--- config.mk ---
export PLATFORM = sky130hd
export DESIGN_NAME = beam_thresh_loader
export DESIGN_NICKNAME = d
export VERILOG_FILES = /design/src/rtl/beamform_pkg.sv /design/src/rtl/beam_thresh_shadow.sv /design/src/rtl/beam_thresh_loader.sv
export SDC_FILE = /design/constraint.sdc
export NUM_CORES = 1
export LEC_CHECK = 0
export BUFFER_PORTS_ARGS = -buffer_cell sky130_fd_sc_hd__buf_4
export CORE_MARGIN = 4
export CORE_UTILIZATION = 46
export DETAILED_ROUTE_END_ITERATION = 10
export GPL_ROUTABILITY_DRIVEN = 0
export GPL_TIMING_DRIVEN = 1
export PLACE_DENSITY = 0.77
export SYNTH_ARGS = -nofsm -noshare
export SYNTH_HDL_FRONTEND = slang
export SYNTH_HIERARCHICAL = 1
export SYNTH_SLANG_ARGS = --single-unit
--- constraint.sdc ---
create_clock -name clk_i -period 1.61 [get_ports clk_i]
set_input_delay 0.2415 -clock clk_i [delete_from_list [all_inputs] [get_ports clk_i]]
set_output_delay 0.2415 -clock clk_i [all_outputs]
set_load 0.01 [all_outputs]
--- src/rtl/beamform_pkg.sv ---
// Shared types and defaults for the beamformer threshold path.
package beamform_pkg;

  localparam int THRESH_BITS_DEF = 18;

  typedef enum logic [1:0] {
    ST_IDLE   = 2'd0,
    ST_LOAD   = 2'd1,
    ST_UPDATE = 2'd2,
    ST_HOLD   = 2'd3
  } thresh_state_e;

endpackage

--- src/rtl/beam_thresh_shadow.sv ---
// Per-beam shadow/committed threshold registers with a registered readback port.
// Present only when BEAM_THRESH_READBACK_EN is defined.
`ifdef BEAM_THRESH_READBACK_EN
module beam_thresh_shadow #(
  parameter int NBEAMS      = 8,
  parameter int THRESH_BITS = 18
) (
  input  logic                      clk_i,
  input  logic                      rst_i,
  input  logic [NBEAMS-1:0]         wr_en,
  input  logic [THRESH_BITS-1:0]    wr_data,
  input  logic                      commit,
  input  logic [$clog2(NBEAMS)-1:0] rd_beam,
  output logic [THRESH_BITS-1:0]    rd_data
);

  localparam int IDX_BITS = $clog2(NBEAMS);
  localparam logic [IDX_BITS:0] BEAM_LIMIT = (IDX_BITS + 1)'(NBEAMS);

  logic [THRESH_BITS-1:0] shadow    [NBEAMS];
  logic [THRESH_BITS-1:0] committed [NBEAMS];

  always_ff @(posedge clk_i or posedge rst_i) begin
    if (rst_i) begin
      for (int b = 0; b < NBEAMS; b++) begin
        shadow[b]    <= '0;
        committed[b] <= '0;
      end
      rd_data <= '0;
    end else begin
      for (int b = 0; b < NBEAMS; b++) begin
        if (wr_en[b]) shadow[b] <= wr_data;
        if (commit)   committed[b] <= shadow[b];
      end
      // Out-of-range read indices return zero rather than an undefined entry.
      if ({1'b0, rd_beam} < BEAM_LIMIT) rd_data <= committed[rd_beam];
      else                              rd_data <= '0;
    end
  end

endmodule
`endif

--- src/rtl/beam_thresh_loader.sv ---
// Streams per-beam thresholds into beamform_trigger and issues the apply pulse.
// Optional BEAM_THRESH_READBACK_EN adds rb_beam_i/rb_thresh_o for committed values.
//
// state  | meaning
// IDLE   | ready, waiting for a beat
// LOAD   | thresh_o and one-hot thresh_ce_o presented for one cycle
// UPDATE | update_o pulse, no load strobe
// HOLD   | settle for HOLD_CYCLES before accepting again
module beam_thresh_loader
  import beamform_pkg::*;
#(
  parameter int NBEAMS      = 8,
  parameter int THRESH_BITS = THRESH_BITS_DEF,
  parameter int HOLD_CYCLES = 4
) (
  input  logic                      clk_i,
  input  logic                      rst_i,
  input  logic [THRESH_BITS-1:0]    s_thresh_tdata,
  input  logic [$clog2(NBEAMS)-1:0] s_thresh_tuser,
  input  logic                      s_thresh_tlast,
  input  logic                      s_thresh_tvalid,
  output logic                      s_thresh_tready,
  output logic [THRESH_BITS-1:0]    thresh_o,
  output logic [NBEAMS-1:0]         thresh_ce_o,
  output logic                      update_o,
`ifdef BEAM_THRESH_READBACK_EN
  input  logic [$clog2(NBEAMS)-1:0] rb_beam_i,
  output logic [THRESH_BITS-1:0]    rb_thresh_o,
`endif
  output logic                      busy_o,
  output logic                      err_o
);

  localparam int IDX_BITS = $clog2(NBEAMS);
  localparam int CNT_BITS = (HOLD_CYCLES > 0) ? $clog2(HOLD_CYCLES + 1) : 1;
  localparam logic [IDX_BITS:0]   BEAM_LIMIT = (IDX_BITS + 1)'(NBEAMS);
  localparam logic [CNT_BITS-1:0] HOLD_LOAD  = CNT_BITS'(HOLD_CYCLES);

  thresh_state_e state, state_next;

  logic [CNT_BITS-1:0]    hold_cnt, hold_cnt_next;
  logic                   last_q, last_next;
  logic [THRESH_BITS-1:0] thresh_next;
  logic [NBEAMS-1:0]      ce_next;
  logic                   update_next;
  logic                   err_next;
  logic                   accept;
  logic                   beam_ok;

  assign s_thresh_tready = (state == ST_IDLE) && !rst_i;
  assign accept          = s_thresh_tvalid && (state == ST_IDLE);
  assign beam_ok         = ({1'b0, s_thresh_tuser} < BEAM_LIMIT);
  assign busy_o          = (state != ST_IDLE);

  always_comb begin
    state_next    = state;
    hold_cnt_next = hold_cnt;
    last_next     = last_q;
    thresh_next   = thresh_o;
    ce_next       = '0;
    update_next   = 1'b0;
    err_next      = err_o;

    unique case (state)
      ST_IDLE: begin
        if (accept) begin
          state_next  = ST_LOAD;
          last_next   = s_thresh_tlast;
          thresh_next = s_thresh_tdata;
          // A bad index is still consumed so its tlast can commit the batch.
          if (beam_ok) ce_next  = NBEAMS'(1) << s_thresh_tuser;
          else         err_next = 1'b1;
        end
      end
      ST_LOAD: begin
        if (last_q) begin
          state_next  = ST_UPDATE;
          update_next = 1'b1;
        end else begin
          state_next  = ST_IDLE;
        end
      end
      ST_UPDATE: begin
        if (HOLD_CYCLES == 0) begin
          state_next = ST_IDLE;
        end else begin
          state_next    = ST_HOLD;
          hold_cnt_next = HOLD_LOAD;
        end
      end
      ST_HOLD: begin
        hold_cnt_next = hold_cnt - 1'b1;
        if (hold_cnt <= CNT_BITS'(1)) begin
          state_next    = ST_IDLE;
          hold_cnt_next = '0;
        end
      end
      default: state_next = ST_IDLE;
    endcase
  end

  always_ff @(posedge clk_i or posedge rst_i) begin
    if (rst_i) begin
      state       <= ST_IDLE;
      hold_cnt    <= '0;
      last_q      <= 1'b0;
      thresh_o    <= '0;
      thresh_ce_o <= '0;
      update_o    <= 1'b0;
      err_o       <= 1'b0;
    end else begin
      state       <= state_next;
      hold_cnt    <= hold_cnt_next;
      last_q      <= last_next;
      thresh_o    <= thresh_next;
      thresh_ce_o <= ce_next;
      update_o    <= update_next;
      err_o       <= err_next;
    end
  end

`ifdef BEAM_THRESH_READBACK_EN
  beam_thresh_shadow #(
    .NBEAMS      (NBEAMS),
    .THRESH_BITS (THRESH_BITS)
  ) u_shadow (
    .clk_i   (clk_i),
    .rst_i   (rst_i),
    .wr_en   (thresh_ce_o),
    .wr_data (thresh_o),
    .commit  (update_o),
    .rd_beam (rb_beam_i),
    .rd_data (rb_thresh_o)
  );
`endif

endmodule

==> impl_metrics.tcl, run 1 <==
set metrics [dict create \
    outcome "finished, final reports clean" \
    path_class "flop to primary output" \
    fp.dieH_um 61.2 \
    p_sw_w 0.00102 \
    async_flop_share_pct 100 \
    synth_seq_area_share_pct 63.5 \
    syn-num-nets 122 \
    max_freq_mhz 655 \
    overflow 0 \
    syn_to_final_growth_pct 38.4 \
    antenna_left 0 \
    swShare_pct 33.1 \
    antenna_cells 0 \
    timing.hold.ws_ns 0.0859 \
    wirelength_um 2570 \
    synth-main-ff-cell "dfrtp_1" \
    initial_utilization_pct 47.6 \
    period_share_pct 94.8 \
    grt_max_degree 34 \
    antenna_found_initial 0 \
    drt_iter0_drc 28 \
    syn_area_um2 1300 \
    ios 55 \
    p_int_w 0.00205 \
    period_minus_slack_ns 1.53 \
    setup_viol 0 \
    syn_inst 95 \
    required_ns 1.37 \
    grt_usage_pct 16.0 \
    power.share.clock_pct 14.1 \
    vias_per_cell 4.98 \
    finalNetCount 183 \
    ys_ff_latch 33 \
    synth.top_cell.area_share_pct 63.5 \
    drv_slew 0 \
    skew_ns 0.00338 \
    tns_ns 0 \
    row_count 19 \
    cts_tree "built" \
    p_leak_nw 0.900 \
    io_buffers 53 \
    hold_violations 0 \
    place_hpwl_um 1960 \
    cp.arrival_ns 1.28 \
    dr_total_vias 936 \
    power_density_nw_per_um2 1700 \
    cts_buffers 5 \
    seqPwrFrac_pct 43.9 \
    worstSetupStartpointType "flop" \
    cp-end-kind "primary output" \
    cts.htree.levels 2 \
    avgRoutedWirePerCell_um 13.7 \
    fp.dieW_um 61.2 \
    yosysTopAreaCell "dfrtp_1" \
    core_area_um2 2730 \
    clkTransAtPathRegs_ns 0.10 \
    combinationalPowerShare_pct 41.9 \
    synth_edf_count 0 \
    rsz0062_at_grt "false" \
    critical_path_peak_fanout 7 \
    grt_pass1_wl_um 4240 \
    synthTopCellsByArea "dfrtp_1, mux2_2, mux2_1" \
    cts_buffer_depth 2 \
    yosysWarnings 6 \
    drc 0 \
    post-synth-top-count-cell "dfrtp_1" \
    worstSkewPairLatency_ns 0.33 \
    hold_path_class "input pin to flop" \
    cap_viol_max_count 0 \
    postSynthAreaPerCell_um2 13.7 \
    layout-drive-gt1-share_pct 50.3 \
    die_area_um2 3740 \
    synth_common_cells "dfrtp_1, mux2_2, mux2_1" \
    clock-sinks 33 \
    vdd_drop_max_uv 1390 \
    grt_pass1_vias 981 \
    fill_cells 219 \
    cts_root_buffer "clkbuf_4" \
    synth_cell_types 23 \
    firstDrtPassIters 4 \
]
layout make-up:
type	count	area [um^2]	share of cell area, %
Clock buffer	6	41.3	2.29
Inverter	5	18.8	1.04
Timing Repair Buffer	58	438	24.3
Sequential cell	33	826	45.9
Multi-Input combinational cell	53	427	23.7
Clock inverter	2	10.0	0.556
Tap cell	31	38.8	2.16
power groups by stage:
stage | clock (W) | sequential (W) | combinational, W
finish | 0.000434 | 0.00135 | 0.00129
global route | 0.000487 | 0.00140 | 0.00143
CTS | 0.000454 | 0.00135 | 0.00131
detailed placement | 0 | 0.00137 | 0.00130
global placement | 0 | 0.00135 | 0.00126
floorplan | 0 | 0.00145 | 0.000610
layer usage:
layer  wire length [um]  GRT usage [%]  vias up  part of all wire [%]
met4                 48           8.05        0                   1.9
met5                  0              0        -                     0
met2               1200           26.1       43                    47
met3                340           8.60        8                    13
li1                   -              -      440                     -
met1                980           16.7      445                    38
layout by cell type, fill, tap and decap left out, types with 2 or more instances in the layout:
cell type  Yosys  final
buf_4          3     57
dfrtp_1       33     33
mux2_2        10     10
mux2_1         9      9
nor2_1         7      7
nand2_1        5      5
inv_1          5      5
clkbuf_4       0      5
nor3_1         4      4
o21ai_0        2      2
or2_4          2      2
nand2b_1       2      2
ha_1           2      2
clkinv_2       0      2
worst paths after layout:
| path | from | endpoint | slack (ns) | cells after the start |
|---|---|---|---|---|
| setup / recovery | flop | s_thresh_tready | 0.08 | 3 |
| hold / removal | s_thresh_tuser[2] | thresh_ce_o[0] | 0.09 | 2 |
| setup reg to reg | flop | thresh_o[2] | 0.17 | 3 |
| hold reg to reg | thresh_o[11] | thresh_o[11] | 0.49 | 1 |
| max in group asynchronous | rst_i | thresh_o[17] | 0.76 | 4 |
| min in group asynchronous | rst_i | thresh_ce_o[3] | 0.55 | 4 |
sequential cells by signal, summed over array words and instances, names as in the netlist, named ones only:
name,count
thresh_ce_o,8
thresh_o,18
update_o,1
state,1
last_q,1
hold_cnt,3
critical path: stages, from the launching register on:
cell and delay (ns):
dfrtp_1 0.46, or2_4 0.29, nor2_1 0.08, buf_4 0.12
cells by family (layout without fill, tap and decap cells):
family | count (synthesis) | in the layout | synth area share, %
and+or+nand+nor | 23 | 23 | 9.24
adders and majority gates | 2 | 2 | 1.92
DFF | 33 | 33 | 63.5
buffers and inverters | 9 | 71 | 4.04
muxes | 19 | 19 | 16.5
other | 1 | 1 | 0.288
AOI/OAI and AO/OA | 8 | 8 | 4.52
repair_timing:
item                                   in CTS  in global routing
setup buffers                               0                  0
endpoints found under the hold margin      33                  0
hold buffers                                1                  0
resized for setup                           0                  0
stage by stage:
stage	power [W]	instance area [um^2]	instances	utilization [%]	worst slack [ns]
detailed placement	0.00267	1740	179	63.6	0.172
global placement	0.00261	1740	179	63.6	0.225
floorplan	0.00206	1300	95	-	0.311
finish	0.00307	1800	188	65.8	0.0840
global route	0.00332	1800	188	65.8	0.0156
CTS	0.00312	1800	188	65.8	0.0589
(Power assumes the default switching activity.)
==> run 2: changes to the inputs <==
--- a/config.mk
+++ b/config.mk
@@ -12,6 +12,7 @@
 export GPL_ROUTABILITY_DRIVEN = 0
 export GPL_TIMING_DRIVEN = 1
 export PLACE_DENSITY = 0.77
+export REMOVE_ABC_BUFFERS = 1
 export SYNTH_ARGS = -nofsm -noshare
 export SYNTH_HDL_FRONTEND = slang
 export SYNTH_HIERARCHICAL = 1
==> impl_metrics.tcl, run 2 (synthesis results as in run 1) <==
set metrics [dict create \
    worstSetupStartpointType "flop" \
    postCtsSetupBuffers 0 \
    drv_slew 0 \
    timing.hold.ws_ns -0.00575 \
    seqPwrFrac_pct 41.2 \
    die_area_um2 3740 \
    seq_area_um2 826 \
    drc 0 \
    required_ns 1.37 \
    cts_buffers 5 \
    max_freq_mhz 666 \
    grt.busiest_layer "met2" \
    violations "negative hold slack" \
    worstPathCellList "or2_4, nor2_1, buf_4" \
    post-route-util_pct 67.1 \
    period_share_pct 93.2 \
    place_hpwl_um 1930 \
    grt_use_met2_pct 22.5 \
    critical-path-slowest-cell "dfrtp_1" \
    antenna_left 0 \
    combinationalPowerShare_pct 39.5 \
    power_density_nw_per_um2 1780 \
    worstSkewPairLatency_ns 0.33 \
    total_power_w 0.00327 \
    avgRoutedWirePerCell_um 13.4 \
    outcome "complete, but fails checks" \
    cts_root_buffer "clkbuf_4" \
    p_sw_w 0.00100 \
    wirelength_um 2510 \
    finalNetCount 182 \
    regMostFlops "thresh_o" \
    grt_usage_pct 13.8 \
    layout-drive-gt1-share_pct 50.6 \
    ios 55 \
    p_int_w 0.00227 \
    crit_path_start "state[0]" \
    antenna_found_initial 0 \
    crit_family "flip-flops" \
    slowest_delay_ns 0.46 \
    vdd_drop_max_uv 1340 \
    power.share.clock_pct 19.3 \
    skew_ns 0.0138 \
    use_met3_pct 7.13 \
    grt_pass1_wl_um 3710 \
    setup_viol 0 \
    firstDrtPassIters 2 \
    r2r_slack_ns 0.21 \
    hold_path_class "input pin to asynchronous set/reset pin" \
    r2r-end "thresh_o[9]" \
    period_minus_slack_ns 1.50 \
    initial_utilization_pct 47.6 \
    worst_slack_ns 0.109 \
    io_buffers 53 \
    dr_total_vias 917 \
    core_area_um2 2730 \
    path_depth 3 \
    hold_violations 10 \
    dp_slack_ns 0.223 \
    largest_reg_flops 18 \
    fp.dieH_um 61.2 \
    swShare_pct 30.6 \
    fill_cells 196 \
    vias_per_cell 4.90 \
    cts_buffer_depth 2 \
    p_leak_nw 0.913 \
    syn_to_final_growth_pct 41.2 \
    path_class "flop to primary output" \
    tns_ns 0 \
    rsz0062_at_grt "false" \
    clkTransAtPathRegs_ns 0.10 \
    cts_tree "built" \
    cp-end-kind "primary output" \
    clock-sinks 33 \
    final_cell_area_um2 1840 \
    row_count 19 \
    grt_max_degree 34 \
    layout.cells.most_common "buf_4" \
    multi_input_area_um2 427 \
    layout_common_cells "buf_4, dfrtp_1, mux2_2" \
    r2r_cells 3 \
    worstReg2RegStart "state[0]" \
    fp.dieW_um 61.2 \
    overflow 0 \
    grt_pass1_vias 900 \
    cp.arrival_ns 1.26 \
    critical_path_peak_fanout 7 \
    antenna_cells 0 \
    worst-path-buf-inv 1 \
    drt_iter0_drc 23 \
    cap_viol_max_count 0 \
    placedInstanceArea_um2 1760 \
    cts.htree.levels 2 \
    use_met1_pct 15.7 \
    top_regs "thresh_o: 18 flops, thresh_ce_o: 8 flops, hold_cnt: 3 flops" \
]
==> run 2: cell types whose count changed in the layout (fill, tap and decap cells not counted) <==
cell and delta:
buf_12 +1, bufinv_16 +1, clkbuf_8 +1, buf_4 -1, clkinv_2 -2, dlygate4sd3_1 -1
==> run 2: final cells by class <==
cell class,count,area share (%)
clock inverters,1,1.64
well taps,31,2.11
repair buffers,57,24.0
clock buffers,7,3.00
inverters,5,1.02
multi-input cells,53,23.2
flip-flops and latches,33,45.0
==> run 2: how the worst max path moves through the flow <==
stage                                  to
after floorplan            thresh_ce_o[4]
after global placement        thresh_o[9]
after detailed placement      thresh_o[9]
after CTS                 s_thresh_tready
after global routing      s_thresh_tready
final                     s_thresh_tready
==> run 2: power by group through the flow <==
stage / clock [W] / combinational, W / sequential, W
after floorplan: 0 / 0.000544 / 0.00147
after global placement: 0 / 0.00132 / 0.00133
after detailed placement: 0 / 0.00135 / 0.00135
after CTS: 0.000646 / 0.00135 / 0.00133
after global routing: 0.000684 / 0.00142 / 0.00139
final: 0.000633 / 0.00129 / 0.00135
==> run 2: repair_timing <==
item,CTS,global route
hold endpoints to repair,0,0
endpoints found under the setup margin,0,1
hold buffers,0,0
gates resized for setup,0,0
==> run 2: layer usage <==
| layer | wire length, um | vias to the layer above |
|---|---|---|
| met3 | 207 | 2 |
| li1 | - | 437 |
| met1 | 987 | 445 |
| met2 | 1290 | 33 |
| met4 | 17 | 0 |
| met5 | 0 | - |
==> run 2: through the flow <==
step	cells	hold WS (ns)
final	187	-0.00575
after CTS	188	0.00499
after detailed placement	180	0.364
after floorplan	91	0.305
after global placement	180	0.355
after global routing	187	0.0200
==> run 2: worst reg2reg max path, delay by kind of cell, from the launching register on <==
family                 cells  cell delay [ns]
multiplexers               1             0.33
buffers and inverters      1             0.21
AND/OR/NAND/NOR            1             0.29
flip-flops                 1             0.46
==> run 3: changes to the inputs <==
--- a/config.mk
+++ b/config.mk
@@ -6,6 +6,7 @@
 export NUM_CORES = 1
 export LEC_CHECK = 0
 export BUFFER_PORTS_ARGS = -buffer_cell sky130_fd_sc_hd__buf_4
+export CORE_ASPECT_RATIO = 0.5
 export CORE_MARGIN = 4
 export CORE_UTILIZATION = 46
 export DETAILED_ROUTE_END_ITERATION = 10
==> impl_metrics.tcl, run 3 (synthesis results as in run 1) <==
set metrics [dict create \
    postCtsSetupBuffers 0 \
    core_area_um2 2650 \
    worst_slack_ns 0.143 \
    critical-path-slowest-cell "dfrtp_1" \
    crit_path_start "state[0]" \
    outcome "finished, final reports clean" \
    cts_root_buffer "clkbuf_8" \
    drv_slew 0 \
    ios 55 \
    grt_pass1_wl_um 4310 \
    initial_utilization_pct 49.0 \
    swShare_pct 31.1 \
    post-route-util_pct 70.5 \
    cap_viol_max_count 0 \
    critical_path_peak_fanout 7 \
    clock-sinks 33 \
    fp.dieW_um 83.2 \
    finalNetCount 183 \
    io_buffers 53 \
    top_regs "thresh_o: 18 flops, thresh_ce_o: 8 flops, hold_cnt: 3 flops" \
    cts_buffer_depth 2 \
    row_count 13 \
    avgRoutedWirePerCell_um 13.1 \
    layout_common_cells "buf_4, dfrtp_1, mux2_2" \
    skew_ns 0.00251 \
    overflow 0 \
    antenna_found_initial 0 \
    path_class "flop to primary output" \
    power.share.clock_pct 20.4 \
    hold_violations 0 \
    layout.cells.most_common "buf_4" \
    drt_iter0_drc 36 \
    max_freq_mhz 682 \
    period_minus_slack_ns 1.47 \
    worstSetupStartpointType "flop" \
    antenna_left 0 \
    fill_cells 198 \
    dp_slack_ns 0.268 \
    die_area_um2 3790 \
    dr_total_vias 914 \
    crit_family "flip-flops" \
    grt_pass1_vias 958 \
    p_leak_nw 0.927 \
    combinationalPowerShare_pct 39.0 \
    hold_path_class "input pin to flop" \
    regMostFlops "thresh_o" \
    vdd_drop_max_uv 847 \
    rsz0062_at_grt "false" \
    tns_ns 0 \
    placedInstanceArea_um2 1760 \
    syn_to_final_growth_pct 43.8 \
    grt_usage_pct 15.1 \
    hold_start "s_thresh_tuser[0]" \
    clkTransAtPathRegs_ns 0.07 \
    drc 0 \
    required_ns 1.37 \
    worstReg2RegStart "state[0]" \
    setup_viol 0 \
    worstSkewPairLatency_ns 0.28 \
    fp.dieH_um 45.6 \
    power_density_nw_per_um2 1770 \
    cp-end-kind "primary output" \
    vias_per_cell 4.71 \
    cts.htree.levels 2 \
    wirelength_um 2540 \
    antenna_cells 0 \
    p_sw_w 0.00103 \
    period_share_pct 91.1 \
    final_cell_area_um2 1870 \
    seqPwrFrac_pct 40.7 \
    worstPathCellList "or2_4, nor2_1, buf_4" \
    p_int_w 0.00228 \
    worst-path-buf-inv 1 \
    firstDrtPassIters 4 \
    place_hpwl_um 1960 \
    cts_buffers 5 \
    cts_tree "built" \
    slowest_delay_ns 0.45 \
    cp.arrival_ns 1.23 \
    layout-drive-gt1-share_pct 51.0 \
    grt_max_degree 25 \
    largest_reg_flops 18 \
]
[run 3: changes by cell type in the layout (fill, tap and decap cells not counted)]
cell / change
bufinv_16: -1
clkbuf_4: -5
dlygate4sd3_1: +1
clkbuf_8: +6
clkbuf_1: -1
clkinv_2: +1
[run 3: timing repair]
item	in CTS	in global routing
hold buffers	1	0
endpoints found under the hold margin	9	0
gates resized for setup	0	0
[run 3: final timing paths]
check                      cells past startpoint  slack [ns]         endpoint
setup / recovery                               3        0.14  s_thresh_tready
setup reg to reg                               3        0.27      thresh_o[4]
max in group asynchronous                      4        0.61      thresh_o[4]
hold / removal                                 2        0.15   thresh_ce_o[0]
hold reg to reg                                1        0.49     thresh_o[17]
min in group asynchronous                      3        0.53         update_o
[run 3: stage by stage]
stage          cells  power (W)  hold WS, ns
6_report         194    0.00331        0.148
5_1_grt          194    0.00355        0.139
4_1_cts          194    0.00335        0.134
3_5_place_dp     185    0.00266        0.267
3_3_place_gp     185    0.00262        0.264
2_1_floorplan     91    0.00201        0.305
[run 3: area by class of cell]
type | instances | area [um^2] | area share, %
clock buffers | 7 | 96.3 | 5.15
clock inverters | 1 | 5.00 | 0.268
inverters | 5 | 18.8 | 1.00
multi-input cells | 53 | 427 | 22.8
flip-flops and latches | 33 | 826 | 44.2
well taps | 37 | 46.3 | 2.48
repair buffers | 58 | 450 | 24.1
[run 3: worst register-to-register path, stage by stage (launching register included)]
cell	delay, ns
dfrtp_1	0.45
nor3b_2	0.21
buf_4	0.22
mux2_2	0.35
[run 3: metal layers]
metal	share of wire (%)	track usage (%)
met1	40	15.9
met5	0	0
met3	5.9	6.86
met2	53	26.1
met4	2.0	8.79
[run 3: power by group through the flow]
stage	sequential (W)	combinational [W]	clock, W
floorplan	0.00147	0.000544	0
global placement	0.00135	0.00127	0
detailed placement	0.00136	0.00130	0
CTS	0.00135	0.00131	0.000694
global route	0.00138	0.00142	0.000744
finish	0.00135	0.00129	0.000674
